File: src/rtl/ahb5_bus_arbiter_if.sv
// -----------------------------------------------------------------------------
// ahb5_bus_arbiter_if
//   Bundles the shared AHB5 request/grant signals between the master drivers
//   and the round-robin bus arbiter.
//
//   Signals
//     HBUSREQ   [NUM_MASTERS]      per-master bus request
//     HLOCK     [NUM_MASTERS]      per-master locked-transfer request
//     HTRANS    [2]                muxed transfer type of the address-phase owner
//     HBURST    [3]                muxed burst type of the address-phase owner
//     HREADY                       bus ready, transfer accepted when high
//     HGRANT    [NUM_MASTERS]      one-hot grant
//     HMASTER   [MASTER_ID_WIDTH]  index of the address-phase owner
//     HMASTLOCK                    current address phase is locked
//
//   Modports
//     master : requesting side (drives requests and bus status, sees grants)
//     slave  : arbiter side (sees requests and bus status, drives grants)
// -----------------------------------------------------------------------------
interface ahb5_bus_arbiter_if #(
    parameter int NUM_MASTERS     = 4,
    parameter int MASTER_ID_WIDTH = 2
);
    logic [NUM_MASTERS-1:0]     HBUSREQ;
    logic [NUM_MASTERS-1:0]     HLOCK;
    logic [1:0]                 HTRANS;
    logic [2:0]                 HBURST;
    logic                       HREADY;
    logic [NUM_MASTERS-1:0]     HGRANT;
    logic [MASTER_ID_WIDTH-1:0] HMASTER;
    logic                       HMASTLOCK;

    modport master (
        output HBUSREQ, HLOCK, HTRANS, HBURST, HREADY,
        input  HGRANT, HMASTER, HMASTLOCK
    );

    modport slave (
        input  HBUSREQ, HLOCK, HTRANS, HBURST, HREADY,
        output HGRANT, HMASTER, HMASTLOCK
    );
endinterface

File: src/rtl/ahb5_bus_arbiter.sv
// -----------------------------------------------------------------------------
// ahb5_bus_arbiter
//   Round-robin AHB5 arbiter sharing one address/data bus among NUM_MASTERS
//   masters. It follows the owner's burst so that grant handover happens only
//   at legal AHB boundaries, and supports locked sequences.
//
//   Ports
//     HCLK    in   bus clock, all state updates on the rising edge
//     HRESET  in   synchronous active-high reset
//     bus     slave modport of ahb5_bus_arbiter_if
//               in : HBUSREQ, HLOCK, HTRANS, HBURST, HREADY
//               out: HGRANT (one-hot), HMASTER, HMASTLOCK
//
//   The "owner" throughout is the currently granted master.
// -----------------------------------------------------------------------------
module ahb5_bus_arbiter #(
    parameter int NUM_MASTERS     = 4,
    parameter int MASTER_ID_WIDTH = 2,
    parameter int DEFAULT_MASTER  = 0
) (
    input  logic               HCLK,
    input  logic               HRESET,
    ahb5_bus_arbiter_if.slave  bus
);

    typedef enum logic [1:0] {
        ST_ARB    = 2'd0,
        ST_BURST  = 2'd1,
        ST_LOCKED = 2'd2
    } state_t;

    typedef enum logic [1:0] {
        TR_IDLE   = 2'd0,
        TR_BUSY   = 2'd1,
        TR_NONSEQ = 2'd2,
        TR_SEQ    = 2'd3
    } htrans_t;

    localparam logic [MASTER_ID_WIDTH-1:0] DEF_ID    = MASTER_ID_WIDTH'(DEFAULT_MASTER);
    localparam logic [NUM_MASTERS-1:0]     DEF_GRANT = NUM_MASTERS'(1) << DEFAULT_MASTER;

    // Registered state and outputs
    state_t                     r_state;
    logic [3:0]                 r_beat_cnt;
    logic [MASTER_ID_WIDTH-1:0] r_rr_ptr;
    logic [MASTER_ID_WIDTH-1:0] r_grant_idx;
    logic [NUM_MASTERS-1:0]     r_grant;
    logic [MASTER_ID_WIDTH-1:0] r_master;
    logic                       r_mastlock;

    // Combinational next-state terms
    logic                       w_owner_req;
    logic                       w_owner_lock;
    logic [3:0]                 w_burst_m1;
    logic [3:0]                 w_cnt_next;
    state_t                     w_cnt_state;
    logic                       w_beat;
    logic                       w_last_fixed;
    logic                       w_arb_point;
    logic                       w_found;
    logic [MASTER_ID_WIDTH-1:0] w_cand;
    logic [MASTER_ID_WIDTH-1:0] w_winner;
    logic [NUM_MASTERS-1:0]     w_winner_onehot;

    // Burst length minus one for a NONSEQ load
    always_comb begin
        w_burst_m1 = 4'd0;
        case (bus.HBURST)
            3'd0, 3'd1: w_burst_m1 = 4'd0;   // SINGLE, INCR
            3'd2, 3'd3: w_burst_m1 = 4'd3;   // WRAP4, INCR4
            3'd4, 3'd5: w_burst_m1 = 4'd7;   // WRAP8, INCR8
            default:    w_burst_m1 = 4'd15;  // WRAP16, INCR16
        endcase
    end

    // Beat counter update and the ARB/BURST state it implies
    always_comb begin
        w_cnt_next  = r_beat_cnt;
        w_cnt_state = (r_beat_cnt != 4'd0) ? ST_BURST : ST_ARB;
        case (bus.HTRANS)
            TR_IDLE: begin
                w_cnt_next  = 4'd0;
                w_cnt_state = ST_ARB;
            end
            TR_BUSY: begin
                w_cnt_next = r_beat_cnt;
            end
            TR_NONSEQ: begin
                w_cnt_next  = w_burst_m1;
                w_cnt_state = (w_burst_m1 != 4'd0) ? ST_BURST : ST_ARB;
            end
            default: begin
                // SEQ: an INCR beat sits at zero and stays there
                w_cnt_next  = (r_beat_cnt != 4'd0) ? (r_beat_cnt - 4'd1) : 4'd0;
                w_cnt_state = (r_beat_cnt > 4'd1) ? ST_BURST : ST_ARB;
            end
        endcase
    end

    // Arbitration point detection
    always_comb begin
        w_owner_req  = bus.HBUSREQ[r_grant_idx];
        w_owner_lock = bus.HLOCK[r_grant_idx];
        w_beat       = (bus.HTRANS == TR_NONSEQ) || (bus.HTRANS == TR_SEQ);
        w_last_fixed = (r_state == ST_BURST) && (bus.HTRANS == TR_SEQ) && (r_beat_cnt == 4'd1);
        if (r_state == ST_LOCKED) begin
            // Only an unlocked IDLE releases a locked owner
            w_arb_point = bus.HREADY && (bus.HTRANS == TR_IDLE) && !w_owner_lock;
        end else begin
            // An INCR owner still requesting keeps the bus beat by beat
            w_arb_point = bus.HREADY &&
                          ((bus.HTRANS == TR_IDLE) ||
                           (w_beat && (w_cnt_next == 4'd0) && !w_owner_req) ||
                           w_last_fixed);
        end
    end

    // Round-robin search starting just after the last requesting winner
    always_comb begin
        w_found  = 1'b0;
        w_winner = DEF_ID;
        w_cand   = '0;
        for (int unsigned k = 1; k <= NUM_MASTERS; k++) begin
            w_cand = MASTER_ID_WIDTH'((32'(r_rr_ptr) + k) % 32'(NUM_MASTERS));
            if (!w_found && bus.HBUSREQ[w_cand]) begin
                w_found  = 1'b1;
                w_winner = w_cand;
            end
        end
        w_winner_onehot = NUM_MASTERS'(1) << w_winner;
    end

    always_ff @(posedge HCLK) begin
        if (HRESET) begin
            r_state     <= ST_ARB;
            r_beat_cnt  <= '0;
            r_rr_ptr    <= DEF_ID;
            r_grant_idx <= DEF_ID;
            r_grant     <= DEF_GRANT;
            r_master    <= DEF_ID;
            r_mastlock  <= 1'b0;
        end else if (bus.HREADY) begin
            r_beat_cnt <= w_cnt_next;
            // HMASTER/HMASTLOCK follow the grant one accepted cycle later
            r_master   <= r_grant_idx;
            r_mastlock <= bus.HLOCK[r_grant_idx];
            if (w_arb_point && w_owner_lock) begin
                // Owner asks for a lock at a boundary: keep the grant
                r_state <= ST_LOCKED;
            end else if (w_arb_point) begin
                r_state     <= w_cnt_state;
                r_grant_idx <= w_winner;
                r_grant     <= w_winner_onehot;
                if (w_found) begin
                    r_rr_ptr <= w_winner;
                end
            end else if (r_state != ST_LOCKED) begin
                r_state <= w_cnt_state;
            end
        end
    end

    assign bus.HGRANT    = r_grant;
    assign bus.HMASTER   = r_master;
    assign bus.HMASTLOCK = r_mastlock;

endmodule

File: src/flat_wrapper.sv
// flat-port wrapper written by rule: the top's interface ports become plain ports
module ahb5_bus_arbiter_flat 
#(
    parameter int NUM_MASTERS     = 4,
    parameter int MASTER_ID_WIDTH = 2,
    parameter int DEFAULT_MASTER  = 0
)
  (HCLK, HRESET, bus_HBUSREQ, bus_HLOCK, bus_HTRANS, bus_HBURST, bus_HREADY, bus_HGRANT, bus_HMASTER, bus_HMASTLOCK);
  ahb5_bus_arbiter_if #(.NUM_MASTERS(NUM_MASTERS), .MASTER_ID_WIDTH(MASTER_ID_WIDTH)) bus_i ();
  input  logic HCLK;
  input  logic HRESET;
  input wire logic [$bits(bus_i.HBUSREQ)-1:0] bus_HBUSREQ;
  input wire logic [$bits(bus_i.HLOCK)-1:0] bus_HLOCK;
  input wire logic [$bits(bus_i.HTRANS)-1:0] bus_HTRANS;
  input wire logic [$bits(bus_i.HBURST)-1:0] bus_HBURST;
  input wire logic [$bits(bus_i.HREADY)-1:0] bus_HREADY;
  output wire logic [$bits(bus_i.HGRANT)-1:0] bus_HGRANT;
  output wire logic [$bits(bus_i.HMASTER)-1:0] bus_HMASTER;
  output wire logic [$bits(bus_i.HMASTLOCK)-1:0] bus_HMASTLOCK;
  assign bus_i.HBUSREQ = bus_HBUSREQ;
  assign bus_i.HLOCK = bus_HLOCK;
  assign bus_i.HTRANS = bus_HTRANS;
  assign bus_i.HBURST = bus_HBURST;
  assign bus_i.HREADY = bus_HREADY;
  assign bus_HGRANT = bus_i.HGRANT;
  assign bus_HMASTER = bus_i.HMASTER;
  assign bus_HMASTLOCK = bus_i.HMASTLOCK;
  ahb5_bus_arbiter #(.NUM_MASTERS(NUM_MASTERS), .MASTER_ID_WIDTH(MASTER_ID_WIDTH), .DEFAULT_MASTER(DEFAULT_MASTER)) u_core (.HCLK(HCLK), .HRESET(HRESET), .bus(bus_i));
endmodule
File: config.mk
export PLATFORM = sky130hd
export DESIGN_NAME = ahb5_bus_arbiter_flat
export DESIGN_NICKNAME = d
export VERILOG_FILES = /design/src/rtl/ahb5_bus_arbiter_if.sv /design/src/rtl/ahb5_bus_arbiter.sv /design/src/flat_wrapper.sv
export SDC_FILE = /design/constraint.sdc
export NUM_CORES = 1
export LEC_CHECK = 0
export CELL_PAD_IN_SITES_DETAIL_PLACEMENT = 1
export CELL_PAD_IN_SITES_GLOBAL_PLACEMENT = 1
export CORE_ASPECT_RATIO = 2
export CORE_MARGIN = 8
export CORE_UTILIZATION = 32
export CTS_CLUSTER_DIAMETER = 80
export DETAILED_ROUTE_END_ITERATION = 16
export MAX_ROUTING_LAYER = met4
export PLACE_DENSITY_LB_ADDON = 0.1
export RECOVER_POWER = 50
export SLEW_MARGIN = 20
export SYNTH_ARGS = -nofsm -noshare
export SYNTH_HDL_FRONTEND = slang
export SYNTH_SLANG_ARGS = --single-unit
File: constraint.sdc
create_clock -name HCLK -period 2.3 [get_ports HCLK]
set_clock_uncertainty 0.05 [all_clocks]
set_input_delay 0.575 -clock HCLK [delete_from_list [all_inputs] [get_ports HCLK]]
set_output_delay 0.575 -clock HCLK [all_outputs]
set_load 0.02 [all_outputs]
# After elaboration in Yosys (flattened, before gate mapping)
# Cells that the tools add are included.
totals:
  reg_bits: 17
  out_inout_bits: 7
  latch_bits: 0
  n_memories: 0
  input_bits: 16
  ram_bits: 0
  rom_bits: 0
  word_cells: 94
classes:
  shifts: 1
  div: 0
  eq_ne: 12
  magnitude_cmp: 6
  mul: 0
  mux: 31
  n_reduce_logical: 31
  n_bitwise: 1
  add_sub_neg: 5
op_table:
  columns: ["op", "n"]
  rows:
  - ["4-bit one-hot mux with 3 select lines", 2]
  - ["2-bit by 3-bit less-than comparator with 1-bit output, second input constant", 5]
  - ["1-bit two-way mux", 14]
  - ["2-bit two-way mux", 7]
  - ["1-bit binary-select mux with 2-bit select", 6]
  - ["1-bit logical AND", 11]
  - ["4-bit nonzero test", 2]
  - ["2-bit == test, second input constant", 3]
  - ["3-bit by 2-bit == test with 1-bit output, second input constant", 2]
  - ["3-bit == test, second input constant", 2]
  - ["2-bit one-hot mux with 3 select lines", 1]
  - ["2-bit OR reduction", 3]
  - ["1-bit logical NOT", 5]
  - ["2-bit by 1-bit adder with 2-bit output, second input constant", 2]
  - ["2-bit adder, second input constant", 2]
  - ["2-bit by 1-bit == test with 1-bit output, second input constant", 2]
  - ["4-bit by 1-bit == test with 1-bit output, second input constant", 1]
  - ["4-bit by 1-bit > comparator with 1-bit output, second input constant", 1]
  - ["4-bit logical NOT", 1]
  - ["4-bit two-way mux", 1]
  - ["4-bit AND reduction", 1]
  - ["1-bit by 2-bit << shifter with 4-bit output, first input constant", 1]
  - ["4-bit by 1-bit subtractor with 4-bit output, second input constant", 1]
  - ["3-bit by 1-bit == test with 1-bit output, second input constant", 1]
  - ["other kinds (8)", 10]

# Longest topological paths before layout
logic_depth:
  ltp_word: 14
  depth_mapped: 7
  depth_no_buf: 6

# Least setup slack after synthesis
# No wires, ideal clock.
synth_timing:
  path_type: "input to register"
  start: "input bus_HTRANS[0]"
  end: "register u_core.r_grant[0] (netlist: u_core.bus.HGRANT[0])"
  arrival_time_ns: 2.051
  cell_stages: 7
  n_path_buf: 1
  t_required_ns: 2.130
  path_slack_ns: 0.080
  setup_time_ns: 0.120
  path_cell_list: "buf_2 and2_2 o211ai_1 a211oi_1 a31oi_2 nand2b_4 a211o_1"
synth_between:
  elab_chain_len: 12
  elab_cells_between_ends: 20
synth_lines:
  columns: ["item", "line", "text"]
  rows:
  - ["start: declaration", "flat_wrapper.sv:14", "input wire logic [$bits(bus_i.HTRANS)-1:0] bus_HTRANS;"]
  - ["2-bit == test, or another cell as far along", "ahb5_bus_arbiter.sv:80, ahb5_bus_arbiter.sv:104", null]
  - ["4-bit one-hot mux with 3 select lines", "ahb5_bus_arbiter.sv:80", "case (bus.HTRANS)"]
  - ["4-bit logical NOT", "ahb5_bus_arbiter.sv:113", "(w_beat && (w_cnt_next == 4'd0) && !w_owner_req) ||"]
  - ["1-bit logical AND (2 in series)", "ahb5_bus_arbiter.sv:113", null]
  - ["1-bit logical OR", "ahb5_bus_arbiter.sv:112", "((bus.HTRANS == TR_IDLE) ||"]
  - ["1-bit logical OR", "ahb5_bus_arbiter.sv:113", null]
  - ["1-bit logical AND", "ahb5_bus_arbiter.sv:111", "w_arb_point = bus.HREADY &&"]
  - ["1-bit two-way mux (*)", "ahb5_bus_arbiter.sv:106", "if (r_state == ST_LOCKED) begin"]
  - ["1-bit logical AND", "ahb5_bus_arbiter.sv:147", "if (w_arb_point && w_owner_lock) begin"]
  - ["1-bit NOT (no source line)", null, null]
  - ["3-bit AND reduction (no source line) (*)", null, null]
  - ["end signal: assignment", "ahb5_bus_arbiter.sv:153", "r_grant <= w_winner_onehot;"]
  - ["end: declaration", "ahb5_bus_arbiter.sv:47", "logic [NUM_MASTERS-1:0] r_grant;"]
# Mark *: on every way between the ends. The rest lies on a longest branch, timed or not.
# A chain may end at the register's enable or synchronous reset.

# Worst setup path in the final report
layout_timing:
  start: "input bus_HLOCK[3]"
  end: "register u_core.r_grant_idx[0]"
layout_between:
  elab_chain_len: 8
layout_lines:
  columns: ["item", "line", "text"]
  rows:
  - ["start: declaration", "flat_wrapper.sv:13", "input wire logic [$bits(bus_i.HLOCK)-1:0] bus_HLOCK;"]
  - ["1-bit binary-select mux with 2-bit select (*)", "ahb5_bus_arbiter.sv:103", "w_owner_lock = bus.HLOCK[r_grant_idx];"]
  - ["1-bit two-way mux (implied by the code) (*)", "ahb5_bus_arbiter.sv:103", null]
  - ["1-bit logical NOT", "ahb5_bus_arbiter.sv:108", "w_arb_point = bus.HREADY && (bus.HTRANS == TR_IDLE) && !w_owner_lock;"]
  - ["1-bit logical AND", "ahb5_bus_arbiter.sv:108", null]
  - ["1-bit two-way mux", "ahb5_bus_arbiter.sv:106", null]
  - ["1-bit logical AND", "ahb5_bus_arbiter.sv:147", null]
  - ["1-bit NOT (no source line)", null, null]
  - ["3-bit AND reduction (no source line) (*)", null, null]
  - ["end signal: assignment", "ahb5_bus_arbiter.sv:152", "r_grant_idx <= w_winner;"]
  - ["end: declaration", "ahb5_bus_arbiter.sv:46", "logic [MASTER_ID_WIDTH-1:0] r_grant_idx;"]
# Mark *: on every way between the ends. The rest lies on a longest branch, timed or not. The select of a mux whose other input is x is not followed.

==> results.md <==
* LEAKAGE at 0.616 nW
* Synth Instances at 117
* First-pass GRT wire length at 5780 um
* Worst Setup Slack, final at 0.0480 ns
* PD cells at 521 nW/um2
* Core ar. at 2940 um2
* Met1 WL at 1140 um
* Largest family of logic cells by synthesized area: simple AND/OR/NAND/NOR gates
* Share of cells above drive strength 1 at 31.3%
* Routed WL at 3500 um
* Final RePlAce weighted congestion at 0.861
* Diodes inserted at 0
* Reg2reg setup slack at 0.20 ns
* Reg-to-reg endpoint: u_core.r_rr_ptr[0]$_SDFFE_PP0P_
* Crit Reg-Reg Startpoint: u_core.r_beat_cnt[0]$_SDFFE_PP0P_
* Crit path DAT at 2.39 ns
* Endpoint type of the worst setup path: register
* Yosys reg bits at 17
* Hold Crit Class: reg -> reg
* Worst-margin pin slew at 0.619 ns
* Area Growth Syn to Fin at 53.0%
* Rows at 28
* DIE WIDTH at 55.3 um
* Hold depth at 2
* CP Class: in -> reg
* FF-to-FF path depth at 6
* Multiplexer share of the synthesized area at 7.59%
* Hold Path End: u_core.bus.HGRANT[2]$_SDFFE_PP0P_
* Antenna violations before repair at 0
* Root Driver: clkbuf_8
* Synth Area in Compound Gates at 25.7%
* GRT Overall Usage at 13.9%
* Crit path from: bus_HLOCK[3]
* DIE HEIGHT at 94.7 um
* Max stage delay on crit path at 0.50 ns
* Worst Path Max Fanout at 8
* Vias in the first global route at 1228
* Pre-antenna DRT Iters at 4
* Final core utilization at 51.4%
* Met3 wire length at 54 um
* Inst Count DP at 190
* Critical path buffers and inverters at 1
* TritonCTS Buffers at 3
* Starting Density at 33.6%
* Max clock buf depth at 2
* Post-Synth XOR/XNOR Area at 0%
* Via count at 1094
* Setup TNS at 0 ns
* Clock H-tree levels at 1
* Worst Hold Launch: u_core.bus.HGRANT[2]$_SDFFE_PP0P_
* Unrepaired setup endpoints after global routing: false
* Vias per inst at 5.58
* Number of synthesized flops with an enable pin at 0
* Post-route ant nets at 0
* Place WS at -0.665 ns
* List of most frequent post-synthesis cells: dfxtp_1, nor2_1, o21ai_0
* Io pins at 23
* CP max-delay cell: mux4_2
* Slew Limit Fails at 0
* Iteration-0 DRC Markers at 13
* Hpwl dp at 2850 um
* CP startpoint kind: primary input
* Status: finished clean
* Area share of the largest cell type after synthesis at 34.4%
* Met2 wire length at 2250 um
* Final Hold Viols at 0
* Critical Path RT at 2.43 ns
* Placed inst area at 1420 um2
* Syn_area_per_cell at 8.46 um2
* Total grt overflow at 0
* Die area at 5240 um2
* Slew HR at 58.7%
* Worst hold margin at 0.427 ns
* Hold Buf Count CTS at 0
* Clk slew on worst S/H paths at 0.07 ns
* FFs w/ async S/R, synth at 0%
* Cell variety after synth at 39
* FMAX at 0.444 GHz
* Maximum vdd drop at 0.322 mV
* Syn_nets at 133
* I/O Buffers at 21
* Final Total Pwr at 0.789 mW
* Largest net degree at the start of global routing at 13
* Post-route cell area at 1510 um2
* Worst-Skew Late Latency at 0.25 ns
* Synth area leaders: dfxtp_1, nor2_1, o21ai_0
* Drt wl/cell at 17.8 um
* Sequential element share of the synthesized area at 34.4%
* Post-layout nets at 183
* Non-filler cells, final at 196
* Highest Signal Layer: met4
* Leading cell type by number of instances after synthesis: dfxtp_1
* # DRC at 0
* Synth warn at 0
* Synth area leader: dfxtp_1
* Tmin final at 2.25 ns
* Final Setup Violations at 0
* CTS tree: done
* Clock sinks at 17
* Simple-Gate Fraction of Synth Area at 28.7%
* Period Utilization, post-route at 97.9%
* Crit path cell chain: clkdlybuf4s50_1 > mux4_2 > or2_2 > or3_1 > a21oi_1
* Delay-heaviest family, CP: simple AND/OR/NAND/NOR gates
* Ys flop type: dfxtp_1
* Cell Area, Synth at 990 um2
* Post-Synth Adder-Cell Area at 0%
* Max-Cap Viols at 0
power breakdown:
group	internal [mW]	total [mW]	leakage (nW)	switching, mW
Clock	0.120	0.224	0.0255	0.104
Sequential	0.311	0.330	0.139	0.0189
Combinational	0.124	0.235	0.452	0.112
Total	0.555	0.789	0.616	0.235
worst max-delay path by stage:
stage	to	slack (ns)	cells past startpoint
floorplan	u_core.bus.HGRANT[0]$_SDFFE_PP1P_	0.08	7
global placement	u_core.bus.HGRANT[0]$_SDFFE_PP1P_	-0.55	7
detailed placement	u_core.bus.HGRANT[1]$_SDFFE_PP0P_	-0.66	7
CTS	u_core.r_rr_ptr[0]$_SDFFE_PP0P_	-0.0004	7
global route	u_core.r_grant_idx[0]$_SDFFE_PP0P_	0.0003	5
finish	u_core.r_grant_idx[0]$_SDFFE_PP0P_	0.05	5
placed cells by master, fill, tap and decap left out, types with 2 or more instances in the layout:
cell             count
mux4_2               2
nor3_1               3
a21oi_1              6
dlygate4sd2_1        5
clkdlybuf4s50_1     10
dfxtp_1             17
nand2_1              6
buf_4               28
nand3_1              2
o21ai_0              8
or2_2                2
clkbuf_8             3
mux2i_1              3
nor2b_1              3
nor2_1              15
a211oi_1             5
nor4b_1              2
or3_1                2
o22ai_1              3
dlygate4sd3_1        5
o32ai_1              2
inv_1                4
nand3b_1             2
nand2b_1             3
sequential cells by signal, summed over array words and instances (netlist names):
| signal | flops |
|---|---|
| u_core.bus.HMASTER | 2 |
| u_core.r_rr_ptr | 2 |
| u_core.r_state | 2 |
| u_core.r_grant_idx | 2 |
| u_core.bus.HGRANT | 4 |
| u_core.bus.HMASTLOCK | 1 |
| u_core.r_beat_cnt | 4 |
worst min-delay path, cell delays in order (launching register included):
cell and delay, ns:
dfxtp_1 0.31, o21ai_0 0.06, a21oi_1 0.06
cells by family (layout without fill, tap and decap cells):
family,after synthesis,after routing
AOI/OAI and AO/OA,36,36
muxes,5,5
and+or+nand+nor,50,50
buffers and inverters,9,58
DFF,17,17
final cells by class:
cell class	count	area [um2]
inverters	4	15.0
clock buffers	3	41.3
well taps	30	37.5
multi-input cells	91	662
repair buffers	50	413
flip-flops and latches	17	340
fillers	370	1430
clock inverters	1	5.00
timing repair:
item	in CTS	in global routing
setup buffers	1	1
resized for setup	14	7
cloned	0	0
pin swaps	4	4
setup endpoints to repair	10	9
per-layer routing:
layer | vias to the layer above | GRT usage, %
met4 | 0 | 5.99
met1 | 536 | 10.5
met5 | - | -
met3 | 6 | 1.61
met2 | 15 | 30.2
li1 | 537 | -
No activity file was read; power rests on OpenSTA's default activity.
